--- src/rtl/cbi980_axil_bridge.sv ---
// AXI4-Lite slave front-end for CBI980 cores: windowed decode, independent
// AW/W capture, one-cycle register-port strobes and a bounded read wait.
module cbi980_axil_bridge #(
    parameter int                ADDR_W  = 32,
    parameter int                DATA_W  = 32,
    parameter logic [ADDR_W-1:0] BASE    = '0,
    parameter int                REG_AW  = 12,
    parameter int                TIMEOUT = 255
) (
    input  logic                aclk,
    input  logic                arstn,
    input  logic [ADDR_W-1:0]   awaddr,
    input  logic [2:0]          awprot,
    input  logic                awvalid,
    output logic                awready,
    input  logic [DATA_W-1:0]   wdata,
    input  logic [DATA_W/8-1:0] wstrb,
    input  logic                wvalid,
    output logic                wready,
    output logic [1:0]          bresp,
    output logic                bvalid,
    input  logic                bready,
    input  logic [ADDR_W-1:0]   araddr,
    input  logic [2:0]          arprot,
    input  logic                arvalid,
    output logic                arready,
    output logic [DATA_W-1:0]   rdata,
    output logic [1:0]          rresp,
    output logic                rvalid,
    input  logic                rready,
    output logic                reg_wr_en,
    output logic [REG_AW-1:0]   reg_wr_addr,
    output logic [DATA_W-1:0]   reg_wr_data,
    output logic [DATA_W/8-1:0] reg_wr_strb,
    input  logic                reg_wr_err,
    output logic                reg_rd_req,
    output logic [REG_AW-1:0]   reg_rd_addr,
    input  logic                reg_rd_ack,
    input  logic [DATA_W-1:0]   reg_rd_data,
    input  logic                reg_rd_err
);

    localparam int STRB_W = DATA_W / 8;
    localparam int CNT_W  = (TIMEOUT > 0) ? $clog2(TIMEOUT + 1) : 1;
    localparam logic [CNT_W-1:0]  TO_CNT   = CNT_W'(TIMEOUT);
    localparam logic [REG_AW-1:0] OFF_MASK = ~REG_AW'(STRB_W - 1);
    localparam logic [1:0] RESP_OKAY   = 2'b00;
    localparam logic [1:0] RESP_SLVERR = 2'b10;
    localparam logic [1:0] RESP_DECERR = 2'b11;

    typedef enum logic [1:0] {W_IDLE = 2'b00, W_EXEC = 2'b01, W_RESP = 2'b10} wstate_e;
    typedef enum logic [1:0] {R_IDLE = 2'b00, R_REQ = 2'b01, R_WAIT = 2'b10, R_RESP = 2'b11} rstate_e;

    // BASE is aligned to the window size, so only the upper bits need comparing.
    function automatic logic in_window(input logic [ADDR_W-1:0] a);
        return a[ADDR_W-1:REG_AW] == BASE[ADDR_W-1:REG_AW];
    endfunction

    // Byte offset inside the window, rounded down to a full data word.
    function automatic logic [REG_AW-1:0] win_offset(input logic [ADDR_W-1:0] a);
        logic [ADDR_W-1:0] diff;
        diff = a - BASE;
        return diff[REG_AW-1:0] & OFF_MASK;
    endfunction

    logic [1:0]          rst_sync_q;
    logic                rst_ok_s;
    wstate_e             wstate_q, wstate_d;
    rstate_e             rstate_q, rstate_d;
    logic                aw_held_q, aw_held_d, w_held_q, w_held_d;
    logic [ADDR_W-1:0]   awaddr_q, awaddr_d, araddr_q, araddr_d;
    logic [DATA_W-1:0]   wdata_q, wdata_d, rdata_q, rdata_d;
    logic [STRB_W-1:0]   wstrb_q, wstrb_d;
    logic [1:0]          bresp_q, bresp_d, rresp_q, rresp_d;
    logic [CNT_W-1:0]    cnt_q, cnt_d, cnt_inc_s;
    logic                aw_hs_s, w_hs_s, ar_hs_s, reg_wr_en_s;
    logic                unused_s;

    assign unused_s = ^{awprot, arprot};

    // Reset release is synchronised; assertion reaches every flop immediately.
    always_ff @(posedge aclk or negedge arstn) begin
        if (!arstn) begin
            rst_sync_q <= 2'b00;
        end else begin
            rst_sync_q <= {rst_sync_q[0], 1'b1};
        end
    end

    assign rst_ok_s = rst_sync_q[1];

    assign awready = rst_ok_s & ~aw_held_q & (wstate_q == W_IDLE);
    assign wready  = rst_ok_s & ~w_held_q & (wstate_q == W_IDLE);
    assign arready = rst_ok_s & (rstate_q == R_IDLE);
    assign aw_hs_s = awvalid & awready;
    assign w_hs_s  = wvalid & wready;
    assign ar_hs_s = arvalid & arready;
    assign cnt_inc_s = cnt_q + CNT_W'(1);

    // Write path next state: capture AW/W independently, then execute and respond.
    always_comb begin
        wstate_d    = wstate_q;
        aw_held_d   = aw_held_q;
        w_held_d    = w_held_q;
        awaddr_d    = awaddr_q;
        wdata_d     = wdata_q;
        wstrb_d     = wstrb_q;
        bresp_d     = bresp_q;
        reg_wr_en_s = 1'b0;
        if (aw_hs_s) begin
            aw_held_d = 1'b1;
            awaddr_d  = awaddr;
        end else begin
            awaddr_d  = awaddr_q;
        end
        if (w_hs_s) begin
            w_held_d = 1'b1;
            wdata_d  = wdata;
            wstrb_d  = wstrb;
        end else begin
            wdata_d  = wdata_q;
        end
        case (wstate_q)
            W_IDLE: begin
                if (aw_held_q && w_held_q) begin
                    wstate_d = W_EXEC;
                end else begin
                    wstate_d = W_IDLE;
                end
            end
            W_EXEC: begin
                if (!in_window(awaddr_q)) begin
                    bresp_d = RESP_DECERR;
                end else if (wstrb_q == {STRB_W{1'b0}}) begin
                    bresp_d = RESP_OKAY;
                end else begin
                    reg_wr_en_s = 1'b1;
                    bresp_d     = reg_wr_err ? RESP_SLVERR : RESP_OKAY;
                end
                wstate_d = W_RESP;
            end
            W_RESP: begin
                if (bready) begin
                    aw_held_d = 1'b0;
                    w_held_d  = 1'b0;
                    wstate_d  = W_IDLE;
                end else begin
                    wstate_d  = W_RESP;
                end
            end
            default: wstate_d = W_IDLE;
        endcase
    end

    // Read path next state: decode, request, wait for ack or timeout, respond.
    always_comb begin
        rstate_d = rstate_q;
        araddr_d = araddr_q;
        rdata_d  = rdata_q;
        rresp_d  = rresp_q;
        cnt_d    = cnt_q;
        case (rstate_q)
            R_IDLE: begin
                if (ar_hs_s) begin
                    araddr_d = araddr;
                    if (in_window(araddr)) begin
                        rstate_d = R_REQ;
                    end else begin
                        rstate_d = R_RESP;
                        rresp_d  = RESP_DECERR;
                        rdata_d  = {DATA_W{1'b0}};
                    end
                end else begin
                    rstate_d = R_IDLE;
                end
            end
            R_REQ: begin
                cnt_d    = {CNT_W{1'b0}};
                rstate_d = R_WAIT;
            end
            R_WAIT: begin
                if (reg_rd_ack) begin
                    rdata_d  = reg_rd_data;
                    rresp_d  = reg_rd_err ? RESP_SLVERR : RESP_OKAY;
                    rstate_d = R_RESP;
                end else begin
                    cnt_d = cnt_inc_s;
                    if ((TIMEOUT != 0) && (cnt_inc_s == TO_CNT)) begin
                        rdata_d  = {DATA_W{1'b0}};
                        rresp_d  = RESP_SLVERR;
                        rstate_d = R_RESP;
                    end else begin
                        rstate_d = R_WAIT;
                    end
                end
            end
            R_RESP: begin
                if (rready) begin
                    rstate_d = R_IDLE;
                end else begin
                    rstate_d = R_RESP;
                end
            end
            default: rstate_d = R_IDLE;
        endcase
    end

    // State and datapath registers for both channels.
    always_ff @(posedge aclk or negedge rst_ok_s) begin
        if (!rst_ok_s) begin
            wstate_q  <= W_IDLE;
            rstate_q  <= R_IDLE;
            aw_held_q <= 1'b0;
            w_held_q  <= 1'b0;
            awaddr_q  <= {ADDR_W{1'b0}};
            araddr_q  <= {ADDR_W{1'b0}};
            wdata_q   <= {DATA_W{1'b0}};
            wstrb_q   <= {STRB_W{1'b0}};
            rdata_q   <= {DATA_W{1'b0}};
            bresp_q   <= 2'b00;
            rresp_q   <= 2'b00;
            cnt_q     <= {CNT_W{1'b0}};
        end else begin
            wstate_q  <= wstate_d;
            rstate_q  <= rstate_d;
            aw_held_q <= aw_held_d;
            w_held_q  <= w_held_d;
            awaddr_q  <= awaddr_d;
            araddr_q  <= araddr_d;
            wdata_q   <= wdata_d;
            wstrb_q   <= wstrb_d;
            rdata_q   <= rdata_d;
            bresp_q   <= bresp_d;
            rresp_q   <= rresp_d;
            cnt_q     <= cnt_d;
        end
    end

    assign bvalid      = (wstate_q == W_RESP);
    assign bresp       = bresp_q;
    assign rvalid      = (rstate_q == R_RESP);
    assign rresp       = rresp_q;
    assign rdata       = rdata_q;
    assign reg_wr_en   = reg_wr_en_s;
    assign reg_wr_addr = win_offset(awaddr_q);
    assign reg_wr_data = wdata_q;
    assign reg_wr_strb = wstrb_q;
    assign reg_rd_req  = (rstate_q == R_REQ);
    assign reg_rd_addr = win_offset(araddr_q);

endmodule

--- config.mk ---
export PLATFORM = sky130hd
export DESIGN_NAME = cbi980_axil_bridge
export DESIGN_NICKNAME = d
export VERILOG_FILES = /design/src/rtl/cbi980_axil_bridge.sv
export SDC_FILE = /design/constraint.sdc
export NUM_CORES = 1
export LEC_CHECK = 0
export ABC_AREA = 1
export BUFFER_PORTS_ARGS = -buffer_cell sky130_fd_sc_hd__buf_2
export CELL_PAD_IN_SITES_DETAIL_PLACEMENT = 1
export CELL_PAD_IN_SITES_GLOBAL_PLACEMENT = 1
export CORE_UTILIZATION = 31
export DETAILED_ROUTE_END_ITERATION = 6
export PLACE_DENSITY_LB_ADDON = 0.1
export REMOVE_ABC_BUFFERS = 1
export SYNTH_ARGS = -nofsm -noshare
export SYNTH_HDL_FRONTEND = slang
export SYNTH_SLANG_ARGS = --single-unit
--- constraint.sdc ---
create_clock -name aclk -period 4.1 [get_ports aclk]
set_clock_uncertainty 0.1 [all_clocks]
set_input_delay 0 -clock aclk [delete_from_list [all_inputs] [get_ports aclk]]
set_output_delay 0 -clock aclk [all_outputs]
set_load 0.02 [all_outputs]
==> results of run 1 <==
## worst max path at each step
stage | depth (start not counted) | from | slack (ns) | endpoint
6_report | 11 | araddr[30] | 1.24 | rresp[1]$_DFFE_PN0P_
5_1_grt | 11 | araddr[30] | 1.18 | rresp[1]$_DFFE_PN0P_
4_1_cts | 11 | araddr[30] | 1.33 | rresp[1]$_DFFE_PN0P_
3_5_place_dp | 8 | rst_sync_q[1]$_DFF_PN0_ | 1.52 | rdata[24]$_DFFE_PN0P_
3_3_place_gp | 8 | rst_sync_q[1]$_DFF_PN0_ | 1.62 | rresp[0]$_DFFE_PN0P_
2_1_floorplan | 4 | rst_sync_q[1]$_DFF_PN0_ | -1.39 | awaddr_q[10]$_DFFE_PN0P_
## per-stage QoR
step / cells / setup WS (ns) / hold slack [ns]
2_1_floorplan: 444 / -1.39 / -0.396
3_3_place_gp: 904 / 1.62 / -0.313
3_5_place_dp: 904 / 1.52 / -0.313
4_1_cts: 1058 / 1.33 / 0.0756
5_1_grt: 1058 / 1.18 / 0.131
6_report: 1058 / 1.24 / 0.0995
## metal layers
metal | GRT usage (%) | part of all wire, % | vias up | wire length, µm
met4 | 8.11 | 2.5 | 0 | 403
met1 | 21.1 | 39 | 2251 | 6220
met5 | 0 | 0 | - | 0
met2 | 35.5 | 53 | 168 | 8460
met3 | 5.69 | 6.1 | 26 | 976
li1 | - | - | 2209 | -
## power by group through the flow
stage / Clock [W] / Combinational [W] / Sequential (W)
5_1_grt: 0.00165 / 0.00249 / 0.00221
4_1_cts: 0.00158 / 0.00230 / 0.00213
3_5_place_dp: 0 / 0.00219 / 0.00214
6_report: 0.00154 / 0.00228 / 0.00214
2_1_floorplan: 0 / 0.000863 / 0.00264
3_3_place_gp: 0 / 0.00212 / 0.00210
## Yosys cell counts (all sizes together)
library cell,n
nand2,132
dfrtp,128
mux2,76
nor2,38
buf,24
inv,24
nand3,12
o21ai,7
nor3,4
a21oi,3
clkbuf,3
nand4,3
nor4,3
a22o,2
conb,2
ha,2
o22ai,2
o21bai,1
or2,1
xor2,1
## flip-flops by register name, indices dropped and copies added, names as in the netlist, 4 cells and up
register and flops:
rdata 32, reg_wr_data 32, awaddr_q 30, araddr_q 10, cnt_q 8, reg_wr_strb 4
## repair_timing
action | CTS | global route
hold endpoints to repair | 126 | 0
gates resized for setup | 0 | 0
hold buffers | 122 | 0
## final cells by class
cell class / count / area share (%)
clock buffer: 19 / 5.27
clock inverter: 13 / 1.92
inverter: 24 / 1.07
multi-input combinational: 292 / 21.4
sequential: 128 / 38.1
tap: 220 / 3.27
timing repair buffer: 362 / 28.9
## worst max-delay path, cell delays in order
cell           delay (ns)
dlygate4sd3_1        0.53
buf_2                0.12
nor2_1               0.09
dlygate4sd3_1        0.56
nand3_1              0.08
dlygate4sd3_1        0.57
o21bai_1             0.23
nand2_1              0.17
nand3_1              0.11
dlygate4sd3_1        0.55
nand2_1              0.05
## kinds of logic (layout without fill, tap and decap cells)
logic type                 Yosys count  count (layout)  synth area share (%)
and+or+nand+nor                    193             193                  15.2
adders and majority gates            2               2                 0.475
other                                2               5                 0.143
buffers and inverters               51             418                  5.23
AOI/OAI and AO/OA                   15              15                  1.66
xor gates and xnor gates             1               1                 0.166
DFF                                128             128                  60.9
muxes                               76              76                  16.3
==> results.cfg, run 1 <==
[power_and_ir_drop]
seqPwrFrac_pct = 35.8
intPower_w = 0.00373
p_per_area_mw_per_mm2 = 709
total_power_w = 0.00596
comb_power_share_pct = 38.3
p_sw_w = 0.00224
ir_drop_mv = 0.311
swShare_pct = 37.5
clkPwrFrac_pct = 25.9
leakage_nw = 4.29

[setup_path]
cp_max_fo = 2
rr_endpoint = rresp[1]$_DFFE_PN0P_
worstPathRequired_ns = 4.30
start_kind = input pin
reg2reg_depth = 8
end_kind = flop
r2r_slack_ns = 1.44
worstSetupPathType = in2reg
arrival_ns = 3.05
rr_startpoint = rst_sync_q[1]$_DFF_PN0_

[final_layout]
antennaDiodeCount = 0
final_util_pct = 50.7
post_route_cells_drive_above_1_share_pct = 42.7
mostFrequentLayoutCell = buf_2
final_cell_mix = buf_2, nand2_1, dfrtp_1, dlygate4sd3_1, mux2_2
n_fill_cell = 1912
ff_latch_area_mm2 = 0.00321
final_nets = 975
final_area_mm2 = 0.00841
multi_input_area_mm2 = 0.00180
syn_to_final_growth_pct = 59.7

[job]
cap_viol_max_count = 0

[worst_hold_path]
min_to = aw_held_q$_DFF_PN0_
min-delay-start = awvalid
holdPathStages = 4
hp-class = in2reg

[synthesis]
ys_ff_latch = 128
synth_area_leaders = dfrtp_1, mux2_2, nand2_1
synthDominantCellAreaShare_pct = 60.9
yosys.area.top_type = dfrtp_1
ys_seq_area_share_pct = 60.9
synth-warning-count = 0
synth_area_mm2 = 0.00526
syn_area_per_cell_um2 = 11.2
syn-instance-count = 468
synthDistinctLibCells = 28

[sta]
rsz0062_at_grt = no
slew_headroom_pct = 16.3
fin_crit_ns = 2.86
finalHoldViolCount = 0
tightest_slew_ns = 1.25
finalSetupViolCount = 0
tns_ns = 0
fin_crit_sh_pct = 69.7
drv_slew = 0
fmax_mhz = 350

[clocking]
cts_inserted_buffers = 17
post_cts_buffers = 0
cts_root_buffer = clkbuf_16
clock_latency_ns = 0.41
h-tree-depth = 4
path_clk_slew_ns = 0.05
cts_buffer_depth = 2
cts_tree = done
clock-sinks = 128

[grt]
grt_pass1_wl_um = 26700
grt_pass1_vias = 5363
grt.total_usage_pct = 19.5
grt_max_degree = 67
antenna_found_initial = 0
grt_overflow = 0

[floorplan]
core_area_mm2 = 0.0166
die_h_um = 132
die-area_mm2 = 0.0175
initial_core_util_pct = 31.7
die_w_um = 132
placementRows = 47
ios = 251

[run_status]
status = finished, final reports clean

[routing]
wirelength_um = 16100
drtIter0Drc = 136
drt_pass1_iterations = 4
drc_errors = 0
vias_per_cell = 4.40
num_vias = 4654
ant_nets = 0
drt-wirelength-per-cell_um = 15.2

[placed_design]
portBuffers = 236
placed_area_mm2 = 0.00658
dpl.hpwl_um = 10500
place_congestion = 0.716
Power figures use the tool's default switching activity.
==> run 2: changes to the inputs <==
- clock period: 4.1 -> 2.5 ns (I/O delays scaled with it)
==> results.cfg, run 2 (synthesis results as in run 1) <==
[setup_path]
r2r_slack_ns = 0.24
worstSetupPathType = reg2reg
arrival_ns = 2.52
end_kind = flop
cp_max_fo = 5
start_kind = flop
worstPathRequired_ns = 2.75

[grt]
grt.total_usage_pct = 18.9
grt_overflow = 0
grt_pass1_wl_um = 26000
antenna_found_initial = 0
grt_pass1_vias = 5239
grt_max_degree = 69

[routing]
drtIter0Drc = 102
vias_per_cell = 4.41
drc_errors = 0
wirelength_um = 15500
ant_nets = 0
num_vias = 4675
drt-wirelength-per-cell_um = 14.7
drt_pass1_iterations = 4

[floorplan]
die-area_mm2 = 0.0175
core_area_mm2 = 0.0166
initial_core_util_pct = 31.7
ios = 251
die_w_um = 132
die_h_um = 132
placementRows = 47

[final_layout]
mostFrequentLayoutCell = buf_2
final_nets = 976
antennaDiodeCount = 0
final_cell_mix = buf_2, nand2_1, dfrtp_1, dlygate4sd3_1, mux2_2
post_route_cells_drive_above_1_share_pct = 42.8
n_fill_cell = 1875
syn_to_final_growth_pct = 60.8
final_util_pct = 51.0

[clocking]
cts_tree = done
post_cts_buffers = 0
clock-sinks = 128
cts_inserted_buffers = 17
h-tree-depth = 4
ctsResizeCount = 0
clock_latency_ns = 0.41
cts_buffer_depth = 2
cts_root_buffer = clkbuf_16
path_clk_slew_ns = 0.06

[sta]
rsz0062_at_grt = no
tightest_slew_ns = 0.879
fmax_mhz = 442
tns_ns = 0
finalHoldWorstSlack_ns = 0.0854
fin_crit_sh_pct = 90.6
finalHoldViolCount = 0
finalSetupViolCount = 0
slew_headroom_pct = 41.4
drv_slew = 0
fin_crit_ns = 2.26

[power_and_ir_drop]
p_per_area_mw_per_mm2 = 1170
leakage_nw = 4.31
total_power_w = 0.00991
ir_drop_mv = 0.520

[run_status]
status = finished, final reports clean

[placed_design]
place_congestion = 0.735
dpl.hpwl_um = 10400
portBuffers = 236

[job]
cap_viol_max_count = 0

[worst_hold_path]
hp-class = in2reg
## run 2: cell types whose count changed in the layout (fill, tap and decap cells not counted), sizes merged
cell         before  now
buf             240  242
bufinv            3    5
clkinv            8    5
clkinvlp          1    2
dlygate4sd3     122  121
## run 2: through the flow
step / worst slack [ns] / instance area [µm²] / std cells
finish: 0.236 / 8460 / 1059
global route: 0.0459 / 8460 / 1059
CTS: 0.246 / 8460 / 1059
detailed placement: 0.376 / 6610 / 906
global placement: 0.468 / 6610 / 906
floorplan: -2.99 / 5090 / 444
## run 2: worst paths after layout
path | from | endpoint | depth (start not counted)
hold reg to reg | rst_sync_q[0]$_DFF_PN0_ | rst_sync_q[1]$_DFF_PN0_ | 0
max in group asynchronous | rst_sync_q[1]$_DFF_PN0_ | awaddr_q[27]$_DFFE_PN0P_ | 2
hold / removal | awvalid | aw_held_q$_DFF_PN0_ | 4
min in group asynchronous | rst_sync_q[1]$_DFF_PN0_ | rdata[4]$_DFFE_PN0P_ | 1
setup / recovery | cnt_q[1]$_DFFE_PN0P_ | rresp[1]$_DFFE_PN0P_ | 10
setup reg to reg | cnt_q[1]$_DFFE_PN0P_ | rresp[1]$_DFFE_PN0P_ | 10
## run 2: worst max-delay path: stages (launching register included)
cell and delay, ns:
dfrtp_1 0.42, ha_1 0.23, nand3_1 0.16, o21ai_1 0.16
nand2_1 0.08, nor2_1 0.12, nand3_1 0.12, nand2_2 0.11
nand3_1 0.08, dlygate4sd3_1 0.57, nand2_1 0.06
## run 2: cell type report
| cell class | count | area [µm²] | share of cell area (%) |
|---|---|---|---|
| Sequential cell | 128 | 3210 | 37.9 |
| Timing Repair Buffer | 363 | 2450 | 28.9 |
| Multi-Input combinational cell | 292 | 1800 | 21.3 |
| Clock buffer | 19 | 433 | 5.11 |
| Tap cell | 220 | 275 | 3.25 |
| Clock inverter | 13 | 210 | 2.48 |
| Inverter | 24 | 90.1 | 1.06 |
## run 2: routing by layer
| layer | GRT usage [%] | vias to the layer above | routed length, µm |
|---|---|---|---|
| li1 | - | 2210 | - |
| met1 | 20.5 | 2255 | 6070 |
| met2 | 34.5 | 181 | 8090 |
| met3 | 5.04 | 29 | 964 |
| met4 | 8.68 | 0 | 413 |
| met5 | 0 | - | 0 |
## run 2: report_power, final
group	switching, W	internal (W)
sequential	0.000497	0.00300
clock	0.000929	0.00177
combinational	0.00219	0.00153
## run 2: what timing repair did
| item | in CTS | in global routing |
|---|---|---|
| hold buffers | 121 | 0 |
| hold endpoints to repair | 126 | 0 |
| setup endpoints to repair | 0 | 0 |
